File: config.mk
export PLATFORM = sky130hd
export DESIGN_NAME = pipe_if_id_queue
export DESIGN_NICKNAME = d
export VERILOG_FILES = /design/src/rtl/pipe_if_id_queue.sv
export SDC_FILE = /design/constraint.sdc
export NUM_CORES = 1
export LEC_CHECK = 0
export ABC_AREA = 1
export BUFFER_PORTS_ARGS = -buffer_cell sky130_fd_sc_hd__buf_2
export CORE_MARGIN = 2
export CORE_UTILIZATION = 51
export DETAILED_ROUTE_END_ITERATION = 6
export MAX_ROUTING_LAYER = met4
export PLACE_DENSITY_LB_ADDON = 0.2
export SYNTH_ARGS = -nofsm -noshare
export SYNTH_HDL_FRONTEND = slang
export SYNTH_SLANG_ARGS = --single-unit
File: constraint.sdc
create_clock -name clock -period 7.13 [get_ports clock]
set_clock_uncertainty 0.05 [all_clocks]
set_input_delay 1.0695 -clock clock [delete_from_list [all_inputs] [get_ports clock]]
set_output_delay 1.0695 -clock clock [all_outputs]
set_load 0.02 [all_outputs]
File: src/rtl/pipe_if_id_queue.sv
// IF->ID instruction queue: a DEPTH-entry circular buffer of {pc, inst}.
// Fetch pushes with a valid/ready handshake and decode pops from the head.
// A discard flushes every entry, for example on a mispredict. An empty queue
// presents a zero bubble, so decode sees a nop.
module pipe_if_id_queue #(
    parameter int ADDR_WIDTH  = 32,
    parameter int INST_WIDTH  = 32,
    parameter int DEPTH       = 4,
    parameter int AFULL_LEVEL = DEPTH - 1
) (
    input  logic                         clock,
    input  logic                         reset,
    input  logic                         discard,
    input  logic                         in_valid,
    output logic                         in_ready,
    input  logic [ADDR_WIDTH-1:0]        in_pc,
    input  logic [INST_WIDTH-1:0]        in_inst,
    output logic                         out_valid,
    input  logic                         out_ready,
    output logic [ADDR_WIDTH-1:0]        out_pc,
    output logic [INST_WIDTH-1:0]        out_inst,
    output logic [$clog2(DEPTH+1)-1:0]   count,
    output logic                         almost_full
);

    localparam int PTR_W = $clog2(DEPTH);
    localparam int CNT_W = $clog2(DEPTH + 1);
    localparam logic [CNT_W-1:0] FULL_C  = CNT_W'(DEPTH);
    localparam logic [CNT_W-1:0] AFULL_C = CNT_W'(AFULL_LEVEL);

    logic [ADDR_WIDTH-1:0] pc_mem_r   [DEPTH];
    logic [INST_WIDTH-1:0] inst_mem_r [DEPTH];
    logic [PTR_W-1:0]      head_r;
    logic [PTR_W-1:0]      tail_r;
    logic [CNT_W-1:0]      count_r;

    logic                  in_ready_s;
    logic                  out_valid_s;
    logic                  push_s;
    logic                  pop_s;

    // Handshake status decoded from the occupancy register only, so neither
    // ready nor valid has a combinational path from the opposite side.
    always_comb begin
        in_ready_s  = (count_r != FULL_C);
        out_valid_s = (count_r != {CNT_W{1'b0}});
        push_s      = in_valid && in_ready_s;
        pop_s       = out_valid_s && out_ready;
    end

    // Head entry with the zero bubble substituted while the queue is empty.
    always_comb begin
        out_pc   = {ADDR_WIDTH{1'b0}};
        out_inst = {INST_WIDTH{1'b0}};
        if (out_valid_s) begin
            out_pc   = pc_mem_r[head_r];
            out_inst = inst_mem_r[head_r];
        end else begin
            out_pc   = {ADDR_WIDTH{1'b0}};
            out_inst = {INST_WIDTH{1'b0}};
        end
    end

    // Entry storage; it has no reset because the empty mask hides stale data.
    always_ff @(posedge clock) begin
        if (push_s && !discard && !reset) begin
            pc_mem_r[tail_r]   <= in_pc;
            inst_mem_r[tail_r] <= in_inst;
        end
    end

    // Pointer and occupancy update. Reset and discard both empty the queue
    // and drop any push or pop requested in the same cycle. The pointers wrap
    // naturally because DEPTH is a power of two.
    always_ff @(posedge clock) begin
        if (reset) begin
            head_r  <= {PTR_W{1'b0}};
            tail_r  <= {PTR_W{1'b0}};
            count_r <= {CNT_W{1'b0}};
        end else if (discard) begin
            head_r  <= {PTR_W{1'b0}};
            tail_r  <= {PTR_W{1'b0}};
            count_r <= {CNT_W{1'b0}};
        end else begin
            if (push_s) begin
                tail_r <= tail_r + PTR_W'(1);
            end
            if (pop_s) begin
                head_r <= head_r + PTR_W'(1);
            end
            case ({push_s, pop_s})
                2'b10:   count_r <= count_r + CNT_W'(1);
                2'b01:   count_r <= count_r - CNT_W'(1);
                default: count_r <= count_r;
            endcase
        end
    end

    assign in_ready    = in_ready_s;
    assign out_valid   = out_valid_s;
    assign count       = count_r;
    assign almost_full = (count_r >= AFULL_C);

endmodule

==> key figures, run 1 <==
Logic synthesis
  • Synthesized flop and latch total: 265
  • Main area contributors after synthesis: edfxtp_1 (73%), nor2_1 (9.7%), o21ai_0 (5.8%)
  • Syn_nets: approximately 900
  • Xor and xnor fraction of the mapped netlist area: 0%
  • Synthesized area: 10460 sq um
  • YS warnings: 0
  • Combinational family with the most area after synthesis: simple AND/OR/NAND/NOR gates
  • Synth cell types: 19
  • Post-synthesis simple-gate area fraction: 10.53%
  • Synth top area share: 73.48%
  • Mux contribution to synthesized area: 0%
  • Post-synth top area cell: edfxtp_1
  • Area fraction in compound gates after synthesis: 9.544%
  • Synth Area in Adders: 0.7894%
  • Mapped Avg Cell Area: 12.63 sq um
  • Sequential area share after synthesis: between 70% and 80%
  • Mapped Cells: 828

Setup path
  • Nature of the critical path endpoint: output port
  • Reg-to-Reg Start: count[0]$_SDFFE_PP0P_
  • Crit path max fanout: 66
  • R2R depth: 5
  • Crit-path slowest cell: clkinv_2
  • Max incr delay on CP: ~770 ps
  • CP required: 6010 ps
  • Crit Path Class: reg -> out
  • CP startpoint kind: flip-flop
  • Critical-path cell list: clkinv_2 > buf_4 > o21ai_0 > a21oi_1 > buf_2
  • FF-to-FF setup slack: 3980 ps
  • Arr. time, crit path: 3150 ps
  • Reg2reg end: pc_mem_r[1][4]$_DFFE_PP_

Global routing
  • Pin count of the biggest net entering global routing: 89
  • First-pass GRT wire length: 33690 microns
  • Total grt overflow: 0
  • Antenna violations before repair: 1
  • Global Route Usage Sum: approximately 20%
  • Number of global-route vias before repair: about 6.5k

Power and ir drop
  • Leak: 4.391 nW
  • Max VDD drop: 0.0001981 V
  • PwrDens: 267.6 nW/um^2

Timing
  • FMAX: 234.1 MHz
  • Final hold violation count: 0
  • Min cycle time layout: approximately 4300 ps
  • Slew HR: 32.02%
  • Least-Margin Pin Slew: 1017 ps
  • Total Neg Setup Slack: 0 ps
  • Fin crit share: 59.90%
  • # setup viols final: 0
  • RSZ-0062 raised after global routing: false
  • Max Slew Vio Count: 0

Place
  • Detailed Place HPWL: 11600 microns
  • RD Place Congestion: roughly 0.79
  • IO Port Bufs: roughly 140

Drt
  • Met3 wire len: 1208 microns
  • Routed WL per cell: between 15 and 20 microns
  • DR top layer: met4
  • DR vias/cell: 5.245
  • ANT nets after route: 0
  • Post-route DRC: 0
  • Total iterations of the first detailed-routing run: 4
  • Vias: 6540
  • DR WL met2: 10820 microns
  • Routed WL: roughly 22000 microns
  • DRT met1 WL: 9342 microns
  • Initial DRC Count: 484

Floorplan
  • Initial Utilization: around half
  • Die X-Extent: ~150 microns
  • I/O Pins: 139
  • Die ar.: 21670 sq um
  • Core box area: 20170 sq um
  • Die Height: 147.2 microns
  • Row count: 52

Worst hold path
  • Hold Path End: count[0]$_SDFFE_PP0P_
  • Worst hold path class: reg -> reg
  • Hold path startpoint: count[0]$_SDFFE_PP0P_
  • Worst Hold Depth: 1

Cells and area
  • Post-layout util: 59.81%
  • Final #Nets: 1032
  • Area Growth Syn to Fin: 15.31%
  • Layout cell share with drive strength beyond 1: 19.47%

Clock network
  • CTS Buf Count: 27
  • Root Buffer: clkbuf_16
  • CTS tree: built
  • CTS Buffer Depth: 3
  • Htree depth: 1
  • Clock sink total: 265
  • Worst-Skew Late Latency: 520 ps
  • CTS resizes: 0
  • Post-CTS Hold Fix Bufs: 0
  • Clock transition at the registers of the reported paths: 60 ps
  • Postcts setup bufs: 0

Status
  • Outcome: completed

Run
  • Max Cap Violations: 0
==> critical path: cells and delay by family (launching register included) <==
family | cells | cell delay, ps
flip-flops | 1 | 650
buffers and inverters | 3 | 1560
AO/OA/AOI/OAI | 2 | 400
==> per-layer routing <==
layer / up-vias / GRT usage (%)
met4: 0 / 4.663
li1: 3174 / -
met1: 3169 / 25.42
met5: - / -
met2: 165 / 35.96
met3: 32 / 3.323
==> layout make-up <==
cell class	count	area [sq um]
timing repair buffer	147	758.2
clock inverter	13	97.59
antenna	1	2.502
fill	1648	8107
inverter	20	76.32
tap	270	337.8
multi-input combinational	496	2212
sequential	265	7873
clock buffer	35	705.7
==> cell usage after synthesis <==
cell,count
nor2_1,271
buf_4,4
o21ai_0,121
edfxtp_1,256
buf_1,6
clkbuf_1,11
a21oi_1,67
buf_6,18
nand2_1,15
nand3_1,4
inv_2,3
a21boi_0,1
fa_1,1
dfxtp_1,9
inv_1,17
buf_2,8
o21ai_1,10
nand3b_1,1
ha_1,5
==> logic make-up after synthesis <==
| family | count (synthesis) |
|---|---|
| AOI/OAI and AO/OA | 199 |
| adders and majority gates | 6 |
| buffers and inverters | 67 |
| DFF | 265 |
| and+or+nand+nor | 291 |
==> cells in the final DEF (no fill, tap or decap) <==
| cell | instances |
|---|---|
| nor2_1 | 267 |
| edfxtp_1 | 256 |
| buf_2 | 138 |
| o21ai_0 | 121 |
| a21oi_1 | 67 |
| clkbuf_16 | 27 |
| inv_1 | 17 |
| nand2_1 | 15 |
| o21ai_1 | 10 |
| buf_4 | 9 |
| clkbuf_1 | 8 |
| dfxtp_1 | 7 |
| clkinv_1 | 6 |
| clkinv_2 | 5 |
| ha_1 | 5 |
| nor2_4 | 4 |
| nand3_1 | 4 |
| inv_2 | 2 |
| diode_2 | 1 |
| a21boi_0 | 1 |
| nand3b_1 | 1 |
| fa_1 | 1 |
| dfxtp_4 | 1 |
| dfxtp_2 | 1 |
| inv_6 | 1 |
| clkinv_8 | 1 |
| bufinv_16 | 1 |
==> worst max-delay path by stage <==
stage | start | end | slack, ps | cells after the start
after detailed placement | in_valid | pc_mem_r[0][30]$_DFFE_PP_ | 3200 | 5
after floorplan | in_valid | inst_mem_r[0][0]$_DFFE_PP_ | 2350 | 3
after global placement | flip-flop | out_pc[29] | 3340 | 5
after CTS | flip-flop | out_pc[16] | 2750 | 5
final | flip-flop | out_pc[23] | 2860 | 5
after global routing | flip-flop | out_pc[16] | 2500 | 5
==> state kept, by name, indices dropped and copies added (netlist names), named ones only <==
| name | cells |
|---|---|
| head_r | 2 |
| inst_mem_r | 128 |
| tail_r | 2 |
| count | 3 |
| pc_mem_r | 128 |
==> power by group <==
part	internal [mW]	switching, mW
registers	1.73	0.00767
clock network	0.733	0.554
logic	0.0590	0.148
==> stage by stage <==
step	instance area [sq um]	hold slack [ps]	total power, mW	instances	worst slack [ps]
3_3_place_gp	11260	423.4	1.973	1198	3335
2_1_floorplan	10460	409.6	1.896	828	2355
5_1_grt	12060	455.9	3.334	1247	2504
3_5_place_dp	11260	435.8	1.977	1198	3204
4_1_cts	12060	444.0	3.253	1246	2751
6_report	12060	441.7	3.228	1247	2859
Power figures use the tool's default switching activity.
==> inputs of run 2 (changes only) <==
clock period = 4.09 ns   (was 7.13 ns; I/O delays follow)
==> key figures, run 2 (synthesized netlist as in run 1, its figures left out) <==
Setup path
  • CP startpoint kind: flip-flop (unchanged)
  • Reg-to-Reg Start: count[0]$_SDFFE_PP0P_ (unchanged)
  • Crit Path Class: reg -> out (unchanged)
  • Crit path from: count[0]$_SDFFE_PP0P_
  • Crit-path slowest cell: inv_2 (was clkinv_2)
  • Crit path max fanout: 33 (was 66)
  • Arr. time, crit path: 2400 ps (was 3150 ps)
  • Max incr delay on CP: 590 ps (was 770 ps)
  • CP required: 3430 ps (was 6010 ps)
  • Largest delay contributor family on the critical path: buffers and inverters (unchanged)
  • R2R depth: 5 (unchanged)
  • Buffers and inverters on the worst path: 3 (unchanged)
  • Nature of the critical path endpoint: output port (unchanged)
  • Critical-path cell list: nor2_1 > nand2_1 > inv_2 > buf_12 > a21oi_1 > buf_2 (was clkinv_2 > buf_4 > o21ai_0 > a21oi_1 > buf_2)
  • CP Depth: 6 (was 5)

Drt
  • Routed WL per cell: 17.42 microns (was 17.39 microns)
  • Routed WL: 21820 microns (was 21690 microns)
  • Post-route DRC: 0 (unchanged)
  • Total iterations of the first detailed-routing run: 5 (was 4)
  • ANT nets after route: 0 (unchanged)
  • Vias: 6565 (was 6540)
  • Initial DRC Count: 662 (was 484)
  • DR vias/cell: 5.239 (was 5.245)

Timing
  • FMAX: 326.4 MHz
  • Slew HR: 42.98% (was 32.02%)
  • Final setup margin: 1026 ps (was 2859 ps)
  • # setup viols final: 0 (unchanged)
  • Max Slew Vio Count: 0 (unchanged)
  • RSZ-0062 raised after global routing: false (unchanged)
  • Total Neg Setup Slack: 0 ps (unchanged)
  • Least-Margin Pin Slew: 855.3 ps (was 1017 ps)
  • Final hold violation count: 0 (unchanged)
  • Fin crit share: 74.92%
  • Min cycle time layout: a little over 3000 ps

Clock network
  • Root Buffer: clkbuf_16 (unchanged)
  • Htree depth: 1 (unchanged)
  • CTS Buffer Depth: 3 (unchanged)
  • Post-CTS Hold Fix Bufs: 0 (unchanged)
  • Clock transition at the registers of the reported paths: 60 ps (about the same)
  • CTS Buf Count: 26 (was 27)
  • Worst-Skew Late Latency: 510 ps (was 520 ps)
  • Postcts setup bufs: 0 (unchanged)
  • Clock sink total: 265 (unchanged)
  • CTS tree: built (unchanged)
  • CTS resizes: 0 (unchanged)

Place
  • RD Place Congestion: 0.7517 (was 0.7870)
  • Pre-CTS setup slack: 1357 ps (was 3204 ps)
  • IO Port Bufs: 138 (unchanged)
  • Detailed Place HPWL: 12010 microns (was 11600 microns)

Cells and area
  • FF+latch area: 7873 sq um (unchanged)
  • Layout cell share with drive strength beyond 1: 19.90% (was 19.47%)
  • Commonest non-fill, non-tap cell in the layout: nor2_1 (unchanged)
  • Area Growth Syn to Fin: 16.30% (was 15.31%)
  • Area of the multi-input gates: 2212 sq um (unchanged)
  • Most frequent cells in the layout: nor2_1 (267), edfxtp_1 (256), buf_2 (138) (unchanged)
  • # fillers: 1636 (was 1648)
  • Final #Nets: 1036 (was 1032)

Global routing
  • Gr busiest metal: met2 (unchanged)
  • Total grt overflow: 0 (unchanged)
  • First-pass GRT wire length: 33570 microns (was 33690 microns)
  • Antenna violations before repair: 3 (was 1)
  • M1 GR Usage: 26.98% (was 25.42%)
  • GRT met3 Usage: 3.540% (was 3.323%)
  • Global Route Usage Sum: 20.47% (was 20.56%)
  • Number of global-route vias before repair: 6526 (was 6536)
  • Pin count of the biggest net entering global routing: 67 (was 89)
  • GRT met2 Usage: 33.34% (was 35.96%)

Power and ir drop
  • Power Total: 5.687 mW (was 3.228 mW)
  • Clock power frac: 40.4% (was 39.9%)
  • Sw power: 1.200 mW (was 0.7098 mW)
  • Sequential share of power: 53.1% (was 53.7%)
  • Combinational fraction of design power: 6.5% (was 6.4%)
  • Leak: 4.440 nW (was 4.391 nW)
  • Internal Pwr Total: 4.487 mW (was 2.518 mW)
  • Max VDD drop: 0.0004052 V (was 0.0001981 V)
  • Switching Share: 21.11% (was 21.99%)
  • PwrDens: 467.4 nW/um^2 (was 267.6 nW/um^2)

Floorplan
  • Row count: 52 (unchanged)
  • Initial Utilization: 51.87% (unchanged)
  • Die X-Extent: 147.2 microns (unchanged)
  • I/O Pins: 139 (unchanged)
  • Die Height: 147.2 microns (unchanged)
  • Die ar.: 21670 sq um (unchanged)
  • Core box area: 20170 sq um (unchanged)

Worst hold path
  • Worst Hold Depth: 1 (unchanged)
  • Worst hold path class: in -> reg (was reg -> reg)
  • Hold path startpoint: in_inst[0] (was count[0]$_SDFFE_PP0P_)

Status
  • Outcome: completed (unchanged)

Run
  • Max Cap Violations: 0 (unchanged)
-- run 2: final timing paths --
check / endpoint / slack [ps]
worst max-delay path: out_inst[11] / 1030
worst min-delay path: inst_mem_r[0][0]$_DFFE_PP_ / 260
worst min register to register: flip-flop / 440
worst max register to register: pc_mem_r[1][17]$_DFFE_PP_ / 1660
-- run 2: routing by layer --
metal  vias to the layer above  share of wire [%]
met4                         0                1.7
met1                      3165                 44
met2                       190                 49
met3                        28                5.6
met5                         -                  0
li1                       3182                  -
-- run 2: power by group through the flow --
stage	sequential, mW	combinational, mW	clock, mW
floorplan	3.08	0.225	0
global placement	3.08	0.366	0
detailed placement	3.08	0.372	0
CTS	3.02	0.373	2.33
global route	3.02	0.405	2.45
finish	3.02	0.370	2.30
-- run 2: cell type report --
class / instances / share of cell area, %
flip-flops and latches: 265 / 64.71
multi-input cells: 496 / 18.18
repair buffers: 152 / 6.849
clock buffers: 38 / 6.057
well taps: 270 / 2.777
clock inverters: 9 / 0.7404
inverters: 20 / 0.6273
diodes: 3 / 0.06170
-- run 2: metrics by stage --
stage / std cells / cell area [sq um] / utilization, % / hold WS (ps)
after floorplan: 828 / 10460 / - / 409.6
after global placement: 1203 / 11330 / 56.18 / 425.6
after detailed placement: 1203 / 11330 / 56.18 / 427.3
after CTS: 1250 / 12160 / 60.29 / 246.9
after global routing: 1253 / 12170 / 60.32 / 243.0
final: 1253 / 12170 / 60.32 / 264.2
